### config.mk
export PLATFORM = sky130hd
export DESIGN_NAME = median_frame_sequencer
export DESIGN_NICKNAME = d
export VERILOG_FILES = /design/src/rtl/median_frame_sequencer.sv
export SDC_FILE = /design/constraint.sdc
export NUM_CORES = 1
export LEC_CHECK = 0
export ABC_CLOCK_PERIOD_IN_PS = 3810
export CORE_MARGIN = 2
export CORE_UTILIZATION = 50
export CTS_CLUSTER_DIAMETER = 40
export DETAILED_ROUTE_END_ITERATION = 12
export PLACE_DENSITY = 0.74
export SYNTH_ARGS = -nofsm -noshare
export SYNTH_HDL_FRONTEND = slang
export SYNTH_SLANG_ARGS = --single-unit
### constraint.sdc
create_clock -name clk -period 3.81 [get_ports clk]
set_input_delay 0.5715 -clock clk [delete_from_list [all_inputs] [get_ports clk]]
set_output_delay 0.5715 -clock clk [all_outputs]
set_load 0.02 [all_outputs]
### src/rtl/median_frame_sequencer.sv
// Frame-level controller for the binary median-filter datapath: streams a raster
// image into memory, runs the filter under a timeout and reports the wake result.
module median_frame_sequencer #(
    parameter int IMG_W       = 80,
    parameter int IMG_H       = 60,
    parameter int TIMEOUT_CYC = 20000
) (
    input  logic        clk,
    input  logic        reset,
    input  logic        frame_req,
    input  logic        pix_valid,
    input  logic        pix_data,
    output logic        pix_ready,
    output logic        mem_write,
    output logic [7:0]  mem_x,
    output logic [7:0]  mem_y,
    output logic        mem_data,
    output logic        filt_clr,
    output logic        filt_start,
    input  logic        filt_done,
    input  logic        wake_in,
    output logic        busy,
    output logic        frame_done,
    output logic        wake_out,
    output logic        timeout_err,
    output logic [15:0] frame_count
);

    localparam logic [7:0]  LAST_X    = 8'(IMG_W - 1);
    localparam logic [7:0]  LAST_Y    = 8'(IMG_H - 1);
    localparam logic [23:0] LAST_TICK = 24'(TIMEOUT_CYC - 1);

    typedef enum logic [2:0] {
        IDLE, CLEAR, LOAD, SETTLE, START, FILTER, RESULT, REPORT
    } SeqState;

    SeqState     state;
    SeqState     nextState;
    logic        pending;
    logic [7:0]  xPos;
    logic [7:0]  yPos;
    logic [23:0] tickCount;
    logic        handshake;
    logic        lastPixel;
    logic        tickExpired;

    assign handshake   = pix_valid && (state == LOAD);
    assign lastPixel   = (xPos == LAST_X) && (yPos == LAST_Y);
    assign tickExpired = (tickCount == LAST_TICK);

    always_ff @(posedge clk) begin
        if (reset) begin
            state <= IDLE;
        end else begin
            state <= nextState;
        end
    end

    always_comb begin
        nextState  = state;
        pix_ready  = 1'b0;
        filt_clr   = 1'b0;
        filt_start = 1'b0;
        frame_done = 1'b0;
        busy       = (state != IDLE);
        case (state)
            IDLE: begin
                if (frame_req || pending) nextState = CLEAR;
            end
            CLEAR: begin
                filt_clr  = 1'b1;
                nextState = LOAD;
            end
            LOAD: begin
                pix_ready = 1'b1;
                if (pix_valid && lastPixel) nextState = SETTLE;
            end
            SETTLE: begin
                nextState = START;
            end
            START: begin
                filt_start = 1'b1;
                nextState  = FILTER;
            end
            // A done arriving on the final tick still wins over the timeout
            FILTER: begin
                if (filt_done) nextState = RESULT;
                else if (tickExpired) nextState = REPORT;
            end
            RESULT: begin
                nextState = REPORT;
            end
            REPORT: begin
                frame_done = 1'b1;
                nextState  = IDLE;
            end
            default: begin
                nextState = IDLE;
            end
        endcase
    end

    always_ff @(posedge clk) begin
        if (reset) begin
            pending     <= 1'b0;
            xPos        <= 8'd0;
            yPos        <= 8'd0;
            tickCount   <= 24'd0;
            mem_write   <= 1'b0;
            mem_x       <= 8'd0;
            mem_y       <= 8'd0;
            mem_data    <= 1'b0;
            wake_out    <= 1'b0;
            timeout_err <= 1'b0;
            frame_count <= 16'd0;
        end else begin
            mem_write <= handshake;

            // Requests seen while busy coalesce into a single queued frame
            if (state == IDLE) pending <= 1'b0;
            else if (frame_req) pending <= 1'b1;

            if (state == CLEAR) begin
                xPos <= 8'd0;
                yPos <= 8'd0;
            end else if (handshake) begin
                if (xPos == LAST_X) begin
                    xPos <= 8'd0;
                    yPos <= yPos + 8'd1;
                end else begin
                    xPos <= xPos + 8'd1;
                end
            end

            if (handshake) begin
                mem_x    <= xPos;
                mem_y    <= yPos;
                mem_data <= pix_data;
            end

            if (state == START) tickCount <= 24'd0;
            else if (state == FILTER) tickCount <= tickCount + 24'd1;

            if (state == FILTER && !filt_done && tickExpired) begin
                timeout_err <= 1'b1;
                wake_out    <= 1'b0;
            end

            if (state == RESULT) wake_out <= wake_in;
            if (state == REPORT) frame_count <= frame_count + 16'd1;
        end
    end

endmodule
After elaboration in Yosys (flattened, before gate mapping)

Index checks and enable logic that the tools add are counted.

Add/subtract/negate cells: 4
Equal/unequal tests: 13
Muxes and demuxes: 12
Reductions and logical operators: 15

Operators with widths:

| cell                                                   | number |
|---|---|
| adder 24 x 1 -> 24 bit (second input constant)         | 1 |
| equality test 24 x 15 -> 1 bit (second input constant) | 1 |
| case mux 3 bit (8 select lines)                        | 1 |
| adder 16 x 1 -> 16 bit (second input constant)         | 1 |
| adder 8 x 1 -> 8 bit (second input constant)           | 2 |
| equality test 3 bit (second input constant)            | 4 |
| two-way mux 3 bit                                      | 4 |
| equality test 8 x 6 -> 1 bit (second input constant)   | 1 |
| equality test 8 x 7 -> 1 bit (second input constant)   | 1 |
| two-way mux 8 bit                                      | 1 |
| equality test 3 x 2 -> 1 bit (second input constant)   | 2 |
| two-way mux 1 bit                                      | 6 |
| OR reduction 2 bit                                     | 3 |
| logical AND 1 bit                                      | 5 |
| equality test 3 x 1 -> 1 bit (second input constant)   | 1 |
| zero test 3 bit                                        | 1 |
| inequality test 3 bit (second input constant)          | 1 |
| AND reduction 3 bit                                    | 1 |
| nonzero test 3 bit                                     | 1 |
| inequality test 2 x 1 -> 1 bit (second input constant) | 1 |
| inequality test 2 bit (second input constant)          | 1 |
| AND reduction 2 bit                                    | 1 |
| nonzero test 2 bit                                     | 1 |
| zero test 1 bit                                        | 1 |
| logical OR 1 bit                                       | 1 |

Bits in registers: 80
Bits of input ports: 7
Output and inout port bits: 41

Logic depth before layout (Yosys ltp)

Depth in word-level cells: 5
Depth in mapped cells: 6
Depth with buffers taken out: 5

Worst setup path after synthesis

Ideal clock, no wire load.

Path kind: register to register
From: reg state[2]
To: reg tickCount[0]
Setup time: 128 ps
Data arrival time: 2134 ps
Data required time: 3682 ps
Path slack: 1549 ps
Cell stages (with the launch flop): 7
Path buffers: 3
Clock period less this slack: 2261 ps
Cell sequence: dfxtp_1 > clkbuf_1 > nor3b_1 > or2_2 > clkbuf_1 > clkbuf_1 > nor2_1

Cells in the longest elaborated chain, start to end: 2
Elaborated cells between the ends (all ways): 3
Classes of those cells: 2 x eq/ne; 1 x reduce/logical

Ends and longest elaborated chain:

| element                      | line | text |
|---|---|---|
| start, declared              | 37   | `SeqState state;` |
| start signal, assigned       | 55   | `state <= nextState;` |
| equality test 3 bit          | 141  | `if (state == START) tickCount <= 24'd0;` |
| OR reduction 2 bit (no line) | --   |  |
| end signal, assigned         | 142  | `else if (state == FILTER) tickCount <= tickCount + 24'd1;` |
| end, declared                | 42   | `logic [23:0] tickCount;` |

Parallel ways exist; a longest one is shown, timed or not.
A chain may end at the register's enable or synchronous reset.

Final worst setup path

From: reg state[0]
To: out frame_done

Cells in the longest elaborated chain, start to end: 2

Ends and longest elaborated chain:

| element             | line | text |
|---|---|---|
| equality test 3 bit | 66   | `case (state)` |
| two-way mux 1 bit   | 66   |  |
| end, declared       | 23   | `output logic frame_done,` |

Every way passes these cells.

==> results.txt <==
Outcome: finished clean
Worst Hold Slack: 0.459 ns
Compound-Gate Fraction of Synth Area: 10.2%
Seq pwr share: 48.8%
Average wire per standard cell: 13.7 microns
Fill cells: 578
Fin util: 63.7%
Slew headroom: 42.8%
Ys flop type: dfxtp_1
Hold Crit Class: register to register
Number of flops mapped to enable cells by yosys: 0
Synthesis Warnings: 0
DR iter-0 viols: 176
Peak Freq: 0.332 GHz
Cts hold-fix bufs: 0
Final setup TNS: 0 ns
DRT antenna net count: 0
Vias in the first global route: 2876
Crit path max fanout: 16
MaxCap Viol Count: 0
DP Area: 4130 sq um
Die area: 7860 sq um
Initial antenna violation count: 0
Mapped Cells: 433
Synth unique cells: 40
Clk buf depth: 2
Largest net degree at the start of global routing: 49
DP Wirelength: 5370 microns
Worst path cell trace: nand3_1 > inv_1 > clkdlybuf4s50_1
Antenna cells: 0
Syn Std Cell Area: 3580 sq um
CTS tree: done
Area Overhead vs Synth: 22.1%
VDD IR max: 0.274 mV
Pwr Density: 411 nW/um^2
Cell-internal power: 1.35 mW
Leak: 1.42 nW
RSZ-0062 raised after global routing: false
Crit end category: output pin
Die Ht: 88.7 microns
Clock Latency Late Sink: 0.35 ns
Area of the core: 6870 sq um
Port bufs: 47
Row count: 30
Sequential standard cell area: 1600 sq um
CP startpoint kind: register
Clk sinks: 80
Starting Density: 52.2%
WP data required: 3.24 ns
Gates resized, CTS repair: 0
Area occupied by multi-input gates: 1890 sq um
Switch share: 24.8%
Synth Register Bits: 80
Grt ovf: 0
Most frequent cells in the layout: 80 x dfxtp_1, 68 x nand2_1, 46 x clkdlybuf4s50_1, 44 x nor2_1, 38 x a21oi_1
Max-slew violations: 0
Setup Viol. Count Final: 0
CTS root buf: clkbuf_8
Vias/cell: 5.55
Sequential area share after synthesis: 44.7%
Router iterations before antenna repair: 4
NetSw: 0.446 mW
Min Tclk post-route: 3.01 ns
Final hold violation count: 0
Syn nets: 444
DRC: 0
Post-synthesis mux area share: 1.19%
Tightest Pin Transition: 0.857 ns
Comb power frac: 9.3%
Top delay family on crit path: buffers and inverters
Post-CTS Setup Bufs: 0
Post-synthesis xor/xnor area fraction: 7.57%
Mean Syn Cell Area: 8.28 sq um
Crit share post-route: 79.0%
Async S/R FF share, synth: 0%
Crit Path Class: register to output pin
Post-Synth Simple-Gate Area: 31.8%
Adder-Cell Fraction of Synth Area: 1.40%
CP max-delay cell: dfxtp_1
Clock Power Share: 41.9%
Largest family of logic cells by synthesized area: simple AND/OR/NAND/NOR gates
GRT Util Overall: 21.4%
Routability cong.: 0.845
CTS H-tree lvls: 3
Worst-path clk slew: 0.08 ns
Clock Skew: 0.00900 ns
Commonest non-fill, non-tap cell in the layout: dfxtp_1
Cts bufs inserted: 9
Crit path DAT: 2.44 ns
Die width: 88.7 microns
Final wirelength: 7900 microns
Final #Nets: 485
Fraction of layout cells with a size suffix above 1: 6.05%
Worst stage delay on the critical path: 0.66 ns
R2R Setup Slk: 1.52 ns
Via count: 3192
First-pass GRT wire length: 13300 microns
Buf+Inv Stages, Crit Path: 2
Finished Cell Area: 4380 sq um
Ports: 48
==> worst min-delay path: stages, from the launching register on <==
cell and delay (ns):
dfxtp_1 0.32, nand2_1 0.05, a21oi_1 0.05
==> state kept, by name (all words and copies together) (netlist names) <==
name and cells:
mem_y 8, frame_count 16, wake_out 1, timeout_err 1, mem_x 8, tickCount 24
mem_write 1, mem_data 1, xPos 8, state 3, pending 1, yPos 8
==> kinds of logic (layout without fill, tap and decap cells) <==
family	count (synthesis)	after routing
xor+xnor	31	31
compound gates	63	63
fa+ha+maj	4	4
flops	80	80
mux	4	4
buf+inv	30	76
simple gates	221	221
==> cells in the mapped netlist (2+ instances only) <==
cell,count,area [sq um]
o31ai_1,10,75.1
xor2_1,12,105
inv_1,10,37.5
nor4_1,13,81.3
xnor2_1,19,166
or4_1,16,120
nor2_1,44,165
or3_1,5,31.3
nor2b_1,4,25.0
nor3b_1,3,22.5
and2_1,3,18.8
mux2_2,2,22.5
nor4bb_1,2,20.0
nand3_1,17,85.1
o21ai_0,6,30.0
or4_4,2,22.5
mux2i_1,2,20.0
nor3_1,10,50.1
nand2_1,68,255
ha_1,4,50.1
nand2b_1,2,12.5
nand4_1,14,87.6
clkbuf_1,19,71.3
or2_2,2,12.5
and4_1,4,35.0
o211ai_1,5,37.5
and3_1,6,37.5
dfxtp_1,80,1600
a21oi_1,38,190
==> power groups by stage <==
stage                     registers (mW)  clock network [mW]  logic, mW
after floorplan                    0.879                   0      0.120
after global placement             0.896                   0      0.168
after detailed placement           0.897                   0      0.169
after CTS                          0.877               0.768      0.171
after global routing               0.883               0.801      0.183
final                              0.878               0.753      0.167
==> final cells by class <==
| class | count | area share, % |
|---|---|---|
| clock buffers | 9 | 2.83 |
| clock inverters | 7 | 2.74 |
| inverters | 10 | 0.858 |
| multi-input cells | 323 | 43.1 |
| flip-flops and latches | 80 | 36.6 |
| well taps | 96 | 2.74 |
| repair buffers | 50 | 11.1 |
==> per-stage QoR <==
| step | cells | setup slack (ns) | power, mW |
|---|---|---|---|
| finish | 575 | 0.799 | 1.80 |
| global route | 575 | 0.608 | 1.87 |
| floorplan | 433 | 1.55 | 0.999 |
| global placement | 559 | 1.25 | 1.06 |
| detailed placement | 559 | 1.20 | 1.07 |
| CTS | 575 | 0.809 | 1.82 |
==> layer usage <==
metal	track usage (%)	part of all wire, %	vias up
met2	36.2	51	67
met4	8.95	1.6	0
met5	0	0	-
met3	3.36	4.0	10
li1	-	-	1618
met1	27.1	44	1497
==> path summary, 6_finish.rpt <==
check | cells after the start | start | to
worst max-delay path | 3 | state[0] | frame_done
worst min-delay path | 2 | mem_x[1] | mem_x[1]
worst max register to register | 4 | state[0] | frame_count[15]
worst min register to register | 2 | mem_x[1] | mem_x[1]
(Power assumes the default switching activity.)
